`src/rtl/sub_pkg.sv`:
```
// Shared constants for the pipelined subtractor.
// Default operand width and the derived slice width.
package sub_pkg;

    localparam int N_DEF = 16;

    function automatic int slice_w(input int n);
        return n / 2;
    endfunction

    localparam int SLICE_W = slice_w(N_DEF);

endpackage

```
`src/rtl/sub_slice.sv`:
```
// Combinational W-bit subtract slice with borrow in/out.
// diff = x - y - bi; bo is set on unsigned underflow.
module sub_slice #(
    parameter int W = 8
) (
    input  logic [W-1:0] x,
    input  logic [W-1:0] y,
    input  logic         bi,
    output logic [W-1:0] diff,
    output logic         bo
);

    logic [W:0] t;

    assign t    = {1'b0, x} - {1'b0, y} - {{W{1'b0}}, bi};
    assign diff = t[W-1:0];
    assign bo   = t[W];

endmodule

```
`src/rtl/sub16_pipe.sv`:
```
// Two-stage valid/ready subtractor: lower slice in stage 1,
// upper slice plus flags in stage 2.
module sub16_pipe
    import sub_pkg::*;
#(
    parameter int N = N_DEF
) (
    input  logic         clk,
    input  logic         rst,
    input  logic [N-1:0] a,
    input  logic [N-1:0] b,
    input  logic         bin,
    input  logic         in_valid,
    output logic         in_ready,
    output logic [N-1:0] d,
    output logic         bout,
    output logic         ovf,
    output logic         out_valid,
    input  logic         out_ready
);

    localparam int H = slice_w(N);

    logic         s1_v;
    logic [H-1:0] s1_dlo;
    logic         s1_blo;
    logic [H-1:0] s1_ah;
    logic [H-1:0] s1_bh;

    logic [H-1:0] dlo;
    logic         blo;
    logic [H-1:0] dhi;
    logic         bhi;
    logic         ovf_n;
    logic         ld2;
    logic         acc;

    sub_slice #(.W(H)) u_lo (
        .x    (a[H-1:0]),
        .y    (b[H-1:0]),
        .bi   (bin),
        .diff (dlo),
        .bo   (blo)
    );

    sub_slice #(.W(H)) u_hi (
        .x    (s1_ah),
        .y    (s1_bh),
        .bi   (s1_blo),
        .diff (dhi),
        .bo   (bhi)
    );

    assign ld2      = s1_v && (!out_valid || out_ready);
    assign in_ready = !s1_v || ld2;
    assign acc      = in_valid && in_ready;

    // Overflow only when operand signs differ and result sign leaves a's.
    assign ovf_n = (s1_ah[H-1] != s1_bh[H-1]) && (dhi[H-1] != s1_ah[H-1]);

    always_ff @(posedge clk) begin
        if (rst) begin
            s1_v      <= 1'b0;
            out_valid <= 1'b0;
            d         <= '0;
            bout      <= 1'b0;
            ovf       <= 1'b0;
        end else begin
            if (acc) begin
                s1_v <= 1'b1;
            end else if (ld2) begin
                s1_v <= 1'b0;
            end
            if (ld2) begin
                out_valid <= 1'b1;
                d         <= {dhi, s1_dlo};
                bout      <= bhi;
                ovf       <= ovf_n;
            end else if (out_ready) begin
                out_valid <= 1'b0;
            end
        end
    end

    always_ff @(posedge clk) begin
        if (!rst && acc) begin
            s1_dlo <= dlo;
            s1_blo <= blo;
            s1_ah  <= a[N-1:H];
            s1_bh  <= b[N-1:H];
        end
    end

endmodule

```
`config.mk`:
```
export PLATFORM = sky130hd
export DESIGN_NAME = sub16_pipe
export DESIGN_NICKNAME = d
export VERILOG_FILES = /design/src/rtl/sub_pkg.sv /design/src/rtl/sub_slice.sv /design/src/rtl/sub16_pipe.sv
export SDC_FILE = /design/constraint.sdc
export NUM_CORES = 1
export LEC_CHECK = 0
export ABC_AREA = 1
export CAP_MARGIN = 20
export CORE_MARGIN = 2
export CORE_UTILIZATION = 40
export CTS_CLUSTER_SIZE = 25
export DETAILED_ROUTE_END_ITERATION = 6
export PLACE_DENSITY = 0.77
export SYNTH_ARGS = -nofsm -noshare
export SYNTH_HDL_FRONTEND = slang
export SYNTH_SLANG_ARGS = --single-unit
```
`constraint.sdc`:
```
create_clock -name clk -period 2.9 [get_ports clk]
set_input_delay 0.58 -clock clk [delete_from_list [all_inputs] [get_ports clk]]
set_output_delay 0.58 -clock clk [all_outputs]
set_load 0.01 [all_outputs]
```
==> results.sh, run 1 <==
export IMPL_maxSlewViolCount=0
export IMPL_finalCritPeriodShare_pct=87.1
export IMPL_syn_inst=279
export IMPL_worstMarginPinSlew_ns=0.369
export IMPL_grt_max_degree=26
export IMPL_initial_core_util_pct=40.7
export IMPL_nets=408
export IMPL_synth_cell_type_count=31
export IMPL_placed_area_um2=3200
export IMPL_synth_area_leader_cell="edfxtp_1"
export IMPL_wl_per_cell_um=10.9
export IMPL_met2_usage_pct=26.4
export IMPL_grt_use_total_pct=13.9
export IMPL_cp_buffers_inverters=2
export IMPL_layoutNonFillerInstCount=417
export IMPL_cts_root_buf="clkbuf_8"
export IMPL_synth_area_leaders="edfxtp_1, dfxtp_1, ha_1, inv_1, nand2_1"
export IMPL_ant_nets=0
export IMPL_ys_ff_latch=45
export IMPL_vdd_ir_drop_worst_uv=252
export IMPL_relSlewSlack_pct=75.4
export IMPL_cap_violations=0
export IMPL_fin_util_pct=52.8
export IMPL_synthToLayoutAreaGrowth_pct=29.9
export IMPL_p_leak_nw=1.51
export IMPL_first_global_vias=1924
export IMPL_critical_path_arrival_ns=2.57
export IMPL_clockBufferDepth=2
export IMPL_vias_per_cell=4.59
export IMPL_drtIter0Drc=44
export IMPL_dr_pass1_iters=4
export IMPL_cts_sinks=45
export IMPL_layout_min_cycle_time_ns=2.53
export IMPL_cts_tree="yes"
export IMPL_cp_slowest_cell="clkdlybuf4s50_1"
export IMPL_antenna_found_initial=0
export IMPL_grt_pass1_wl_mm=7.99
export IMPL_h_tree_depth=2
export IMPL_final_common_cell="inv_1"
export IMPL_avgSynthCellArea_um2=9.15
export IMPL_worstSkewPairLatency_ns=0.29
export IMPL_cpMostUsedCell="fa_1"
export IMPL_cts_setup_buffers=0
export IMPL_async_flop_share_pct=0
export IMPL_hold_violations=0
export IMPL_drcViolationCount=0
export IMPL_die_h_um=83.9
export IMPL_netlist_area_leader_share_pct=29.4
export IMPL_max_freq_ghz=0.396
export IMPL_dieArea_um2=7040
export IMPL_power_total_mw=1.60
export IMPL_required_ns=2.94
export IMPL_layout_drive_gt1_share_pct=7.94
export IMPL_dieWidth_um=83.9
export IMPL_cts_buffers=5
export IMPL_fillerInstances=579
export IMPL_tns_ns=0
export IMPL_setup_violations=0
export IMPL_crit_fanout=3
export IMPL_slowest_delay_ns=0.45
export IMPL_syn_nets=348
export IMPL_syn_cell_area_um2=2550
export IMPL_diodes=0
export IMPL_top_usage_layer="met2"
export IMPL_wl_mm=4.53
export IMPL_portBuffers=56
export IMPL_worstSetupPathType="input pin to flip-flop"
export IMPL_design_area_um2=3320
export IMPL_critical_path_top_delay_family="adder cells"
export IMPL_dp_cells=409
export IMPL_grt_overflow=0
export IMPL_core_um2=6280
export IMPL_grtUsageMet1_pct=14.9
export IMPL_cts_resized=0
export IMPL_io_pins=57
export IMPL_hpwlAfterDp_mm=3.46
export IMPL_rsz0062_at_grt="false"
export IMPL_rows=29
export IMPL_end_kind="flip-flop"
export IMPL_vias=1912
export IMPL_hp_class="flip-flop to flip-flop"
export IMPL_power_density_nw_per_um2=483
export IMPL_crit_chain="clkdlybuf4s50_1, inv_1, fa_1, fa_1, o21ai_1, nand2_1, a21oi_1, nor2_1, nor2_2, xnor2_1"
export IMPL_clk_pin_slew_ns=0.08
export IMPL_critPathLaunchType="input pin"
export IMPL_yosysSeqAreaShare_pct=45.1
export IMPL_ys_flop_type="edfxtp_1"
export IMPL_routabilityCongestion=0.874
export IMPL_cts_hold_buffers=0
export IMPL_yosysWarnings=0
export IMPL_use_met3_pct=3.76
export IMPL_final_cell_mix="inv_1, clkdlybuf4s50_1, nand2_1"
export IMPL_fin_skew_ns=0.00768
export IMPL_synth_edf_count=25
export IMPL_status="completed"
## report_power, final
group | switching [mW] | internal, mW | total (mW)
logic | 0.196 | 0.187 | 0.382
clock network | 0.198 | 0.281 | 0.479
registers | 0.0167 | 0.725 | 0.742
total | 0.410 | 1.19 | 1.60
## synth_stat cells, types with 2 or more instances
| master | instances |
|---|---|
| nand4_1 | 3 |
| nor2_2 | 3 |
| nand2_1 | 44 |
| fa_1 | 4 |
| o21ai_1 | 4 |
| dfxtp_1 | 20 |
| ha_1 | 28 |
| nand3_2 | 3 |
| inv_1 | 60 |
| o21ai_0 | 3 |
| clkbuf_1 | 2 |
| nand2_2 | 5 |
| edfxtp_1 | 25 |
| xnor2_1 | 3 |
| nor2_1 | 21 |
| inv_2 | 3 |
| xor2_1 | 9 |
| o211ai_1 | 2 |
| nand3_1 | 5 |
| a21oi_1 | 19 |
| nand2_4 | 2 |
| buf_2 | 2 |
## sequential cells by signal, indices dropped and copies added, names as in the netlist
register   count
d             16
s1_ah          8
s1_bh          8
s1_dlo         8
bout           1
out_valid      1
ovf            1
s1_blo         1
s1_v           1
## worst min-delay path, delay by kind of cell, from the launching register on
kind | cells | cell delay, ns
AO/OA/AOI/OAI | 1 | 0.05
AND/OR/NAND/NOR | 1 | 0.06
flip-flops | 1 | 0.32
## area by class of cell
class / instances / area [um2] / share of cell area [%]
inverter: 63 / 236 / 7.13
sequential: 45 / 1150 / 34.7
multi-input combinational: 166 / 1140 / 34.4
clock inverter: 1 / 30.0 / 0.905
tap: 77 / 96.3 / 2.90
clock buffer: 7 / 86.3 / 2.60
timing repair buffer: 58 / 576 / 17.4
## routing by layer
layer | up-vias | share of wire (%)
met5 | - | 0
met4 | 0 | 1.4
li1 | 998 | -
met1 | 866 | 42
met2 | 42 | 52
met3 | 6 | 4.8
## path summary, 6_finish.rpt
path / start / end / slack (ns) / cells past startpoint
max: b[0] / s1_dlo[6] / 0.37 / 10
min: d[7] / d[7] / 0.47 / 2
max reg2reg: s1_blo / d[14] / 0.78 / 11
min reg2reg: d[7] / d[7] / 0.47 / 2
## cell families (layout without fill, tap and decap cells)
logic type	Yosys count	count (layout)	synth area share [%]
buffers and inverters	68	129	10.2
flip-flops	45	45	45.1
AND/OR/NAND/NOR	87	87	15.6
XOR/XNOR	12	12	4.12
AO/OA/AOI/OAI	35	35	8.13
adder cells (fa/ha/maj)	32	32	16.9
## stage by stage
stage | hold WS (ns) | setup WS (ns)
floorplan | 0.475 | 0.669
global placement | 0.454 | 0.132
detailed placement | 0.457 | 0.0772
CTS | 0.470 | 0.395
global route | 0.487 | 0.276
finish | 0.469 | 0.374
(Power assumes the default switching activity.)
==> run 2, diff against run 1 <==
--- a/config.mk
+++ b/config.mk
@@ -7,7 +7,7 @@
 export LEC_CHECK = 0
 export ABC_AREA = 1
 export CAP_MARGIN = 20
-export CORE_MARGIN = 2
+export CORE_MARGIN = 4
 export CORE_UTILIZATION = 40
 export CTS_CLUSTER_SIZE = 25
 export DETAILED_ROUTE_END_ITERATION = 6
==> constraint.sdc (replaced) <==
create_clock -name clk -period 2.8 [get_ports clk]
set_input_delay 0.56 -clock clk [delete_from_list [all_inputs] [get_ports clk]]
set_output_delay 0.56 -clock clk [all_outputs]
set_load 0.01 [all_outputs]
==> run 2 against run 1 <==
Register-to-register slack worse by 0.09 ns. Clock power up 4%. Combinational power up 4%. Non-clock buffer count unchanged. Critical path depth unchanged. Core utilization up 1.9 points. Clock skew down 0.0039 ns. Critical endpoint unchanged. Largest power group unchanged.
==> results.sh, run 2 (synthesized netlist as in run 1, its figures left out) <==
export IMPL_status="completed"
export IMPL_finalCritPeriodShare_pct=90.0
export IMPL_setup_violations=0
export IMPL_power_frac_seq_pct=46.2
export IMPL_wl_per_cell_um=11.2
export IMPL_worstMarginPinSlew_ns=0.382
export IMPL_hold_violations=0
export IMPL_wl_mm=4.65
export IMPL_rrSetupSlack_ns=0.69
export IMPL_design_area_um2=3320
export IMPL_portBuffers=56
export IMPL_vdd_ir_drop_worst_uv=306
export IMPL_initial_core_util_pct=42.1
export IMPL_rows=28
export IMPL_grt_use_total_pct=13.1
export IMPL_power_switching_mw=0.427
export IMPL_h_tree_depth=2
export IMPL_synthToLayoutAreaGrowth_pct=29.9
export IMPL_max_freq_ghz=0.397
export IMPL_ant_nets=0
export IMPL_pwr_share_clk_pct=29.9
export IMPL_drtIter0Drc=49
export IMPL_vias=1909
export IMPL_layout_drive_gt1_share_pct=8.24
export IMPL_cts_root_buf="clkbuf_8"
export IMPL_grt_max_degree=26
export IMPL_final_common_cell="inv_1"
export IMPL_grt_overflow=0
export IMPL_antenna_found_initial=0
export IMPL_critPathLaunchType="input pin"
export IMPL_p_int_mw=1.23
export IMPL_swShare_pct=25.7
export IMPL_end_kind="flip-flop"
export IMPL_ff2ff_path_depth=11
export IMPL_clk_pin_slew_ns=0.08
export IMPL_io_pins=57
export IMPL_grt_pass1_wl_mm=8.09
export IMPL_multiInputGateArea_um2=1140
export IMPL_routabilityCongestion=0.826
export IMPL_fin_skew_ns=0.00383
export IMPL_nets=408
export IMPL_crit_fanout=3
export IMPL_combPwrFrac_pct=23.8
export IMPL_min_path_cells=2
export IMPL_dr_pass1_iters=4
export IMPL_critical_path_arrival_ns=2.56
export IMPL_p_leak_nw=1.51
export IMPL_largest_reg_flops=16
export IMPL_relSlewSlack_pct=74.5
export IMPL_vias_per_cell=4.60
export IMPL_hpwlAfterDp_mm=3.62
export IMPL_cts_tree="yes"
export IMPL_dieWidth_um=87.9
export IMPL_first_global_vias=1925
export IMPL_largest_register="d"
export IMPL_layout_min_cycle_time_ns=2.52
export IMPL_rsz0062_at_grt="false"
export IMPL_tns_ns=0
export IMPL_power_density_nw_per_um2=501
export IMPL_final_cell_mix="inv_1, clkdlybuf4s50_1, nand2_1"
export IMPL_maxSlewViolCount=0
export IMPL_cts_sinks=45
export IMPL_hp_class="flip-flop to flip-flop"
export IMPL_clockBufferDepth=2
export IMPL_die_h_um=87.9
export IMPL_worstSetupPathType="input pin to flip-flop"
export IMPL_core_um2=6060
export IMPL_worstSkewPairLatency_ns=0.28
export IMPL_fin_ws_ns=0.281
export IMPL_placed_area_um2=3200
export IMPL_cts_resized=0
export IMPL_drcViolationCount=0
export IMPL_dp_slack_ns=0.00412
export IMPL_cts_buffers=5
export IMPL_cts_setup_buffers=0
export IMPL_cap_violations=0
export IMPL_regArea_um2=1150
export IMPL_diodes=0
export IMPL_required_ns=2.84
export IMPL_cts_hold_buffers=0
export IMPL_fillerInstances=547
export IMPL_dieArea_um2=7730
## run 2: cell type report
cell class,count,area share (%)
clock buffers,6,2.49
clock inverters,2,1.13
inverters,63,7.13
multi-input cells,166,34.4
flip-flops and latches,45,34.7
well taps,75,2.83
repair buffers,58,17.3
## run 2: metal layers
metal  up-vias  wire length (um)  global-route usage (%)  share of wire [%]
met1       863              1800                    13.5                 39
li1       1002                 -                       -                  -
met2        40              2490                    25.4                 53
met3         4               308                    3.95                6.6
met4         0                55                    3.77                1.2
met5         -                 0                       0                  0
## run 2: metrics by stage
step	utilization [%]	instances	hold slack, ns	power [mW]
after floorplan	-	279	0.475	1.04
after CTS	54.7	415	0.472	1.69
final	54.7	415	0.468	1.66
after global routing	54.7	415	0.495	1.77
after global placement	52.8	407	0.455	1.17
after detailed placement	52.8	407	0.460	1.18
## run 2: worst paths after layout
check / start / end
max: b[0] / s1_dlo[6]
min: d[3] / d[3]
max reg2reg: s1_blo / d[14]
min reg2reg: d[3] / d[3]
## run 2: power by group through the flow
stage	Sequential [mW]	Clock [mW]	Combinational, mW
floorplan	0.790	0	0.251
global placement	0.783	0	0.386
detailed placement	0.785	0	0.398
CTS	0.770	0.516	0.400
global route	0.774	0.545	0.450
finish	0.769	0.498	0.396
## run 2: critical path, stage by stage
cell	delay, ns
clkdlybuf4s50_1	0.45
inv_1	0.05
fa_1	0.44
fa_1	0.42
o21ai_1	0.14
nand2_1	0.12
a21oi_1	0.17
nor2_1	0.07
nor2_2	0.09
xnor2_1	0.06
==> patch: new RTL, settings of run 2 <==
`N_DEF`: 16 -> 32.
--- a/src/rtl/sub_pkg.sv
+++ b/src/rtl/sub_pkg.sv
@@ -2,7 +2,7 @@
 // Default operand width and the derived slice width.
 package sub_pkg;
 
-    localparam int N_DEF = 16;
+    localparam int N_DEF = 32;
 
     function automatic int slice_w(input int n);
         return n / 2;
Ports: changed (resized a, b and d); port bits go from 57 to 105. No check against the original RTL was run, so the function may have changed too.
==> patch against run 2 <==
- worst setup slack lost 84 ps
- routed wire length grew 120%
- sequential power grew 91%
- synthesized area grew 100%
- cell area grew 100%
- count of clock-buffer cells in the layout grew 7
- sequential cell count grew 40
- power grew 110%
- largest cell class is now multi-input combinational cells
==> patch: results <==
group,metric,value,unit
global_route,use_met3,4.10,%
timing,fin_skew,5.52,ps
synth,syn_nets,731,
global_route,met1_usage,14.9,%
place,dp_hpwl,8.21,mm
route,post-route-drc-count,0,
synth,ys_types,33,
finish,antenna_cells,0,
global_route,grt_pass1_wl,16.9,mm
clock_network,cts_root_buf,"clkbuf_16",
global_route,grt_max_degree,33,
finish,drive_gt1_share,8.41,%
synth,synth_area_leaders,"edfxtp_1, ha_1, dfxtp_1, inv_1, nor2_1",
clock_network,cts_buffer_depth,2,
critical_path,crit_fanout,4,
place,port_buffers,104,
clock_network,clkTransAtPathRegs,60,ps
clock_network,htreeDepth,3,
synth,synth_edf_count,49,
route,dr.pass1.iters,4,
synth,synth_warnings,0,
global_route,use_met2,27.7,%
place,gp_congestion,0.848,
outcome,outcome,"finished clean",
global_route,grt_antenna_before_repair,0,
clock_network,cts_buffers,9,
place,place_ws,-232,ps
finish,regMostFlops,"d",
pwr,p_int,2.56,mW
synth,async_flop_share,0,%
clock_network,clock_latency,330,ps
timing,worst_slew_pin_slew,451,ps
route,via_count,3979,
hold_path,hp-class,"flip-flop to flip-flop",
route,wl_per_cell,11.4,um
route,drt-initial-drc-count,146,
synth,synth_common_cells,"inv_1, nor2_1, nand2_1",
finish,layout.nets,853,
critical_path,worstPathArrival,2680,ps
global_route,grt_pass1_vias,3868,
synth,synth-seq-area-share,42.8,%
finish,largest_reg_flops,32,
global_route,grt_usage,14.5,%
pwr,ir_drop,0.000272,V
pwr,p_leak,3.20,nW
-- patch: logic make-up after synthesis --
logic type / synth area share, %
fa+ha+maj: 16.2
simple gates: 16.4
xor+xnor: 4.62
compound gates: 8.92
flops: 42.8
buf+inv: 11.0
-- patch: layout make-up --
type,instances,area [um2]
Sequential cell,85,2190
Clock buffer,13,272
Inverter,136,510
Multi-Input combinational cell,366,2370
Clock inverter,3,17.5
Tap cell,172,215
Timing Repair Buffer,122,1190
Fill cell,1156,5810
-- patch: worst max-delay path, stage by stage --
cell and delay (ps):
clkdlybuf4s50_1 450, inv_1 50, fa_2 380, fa_1 390
inv_1 60, nand2_1 60, a21oi_2 170, o21bai_2 80
nand2_1 70, nand2_1 110, nand3b_1 110, nand2_1 60
xor2_1 140
-- patch: stage by stage --
stage	cell area, um2	std cells	utilization (%)	hold slack [ps]
2_1_floorplan	5120	598	-	469
3_3_place_gp	6460	880	51.4	462
3_5_place_dp	6460	880	51.4	472
4_1_cts	6750	896	53.7	485
5_1_grt	6760	897	53.8	497
6_report	6760	897	53.8	479
-- patch: layer usage --
layer,vias to the layer above,wire (um)
met5,-,0
met4,0,157
met1,1757,4120
met3,14,593
li1,2132,-
met2,76,5350
-- patch: final timing paths --
check        cells past startpoint  slack, ps          to    from
min reg2reg                      2        480        d[3]    d[3]
min                              2        480        d[3]    d[3]
max                             13        200  s1_dlo[12]    b[0]
max reg2reg                     15        410       d[30]  s1_blo
-- patch: what timing repair did --
action / CTS / global route
endpoints found under the hold margin: 0 / 0
resized for setup: 0 / 1
buffers inserted: 0 / 1
endpoints found under the setup margin: 0 / 2
hold buffers: 0 / 0
-- patch: power groups by stage --
stage	combinational [mW]	sequential (mW)	clock [mW]
after floorplan	0.561	1.51	0
after global placement	0.901	1.49	0
after detailed placement	0.921	1.50	0
after CTS	0.928	1.47	1.16
after global routing	1.04	1.48	1.21
final	0.919	1.47	1.14
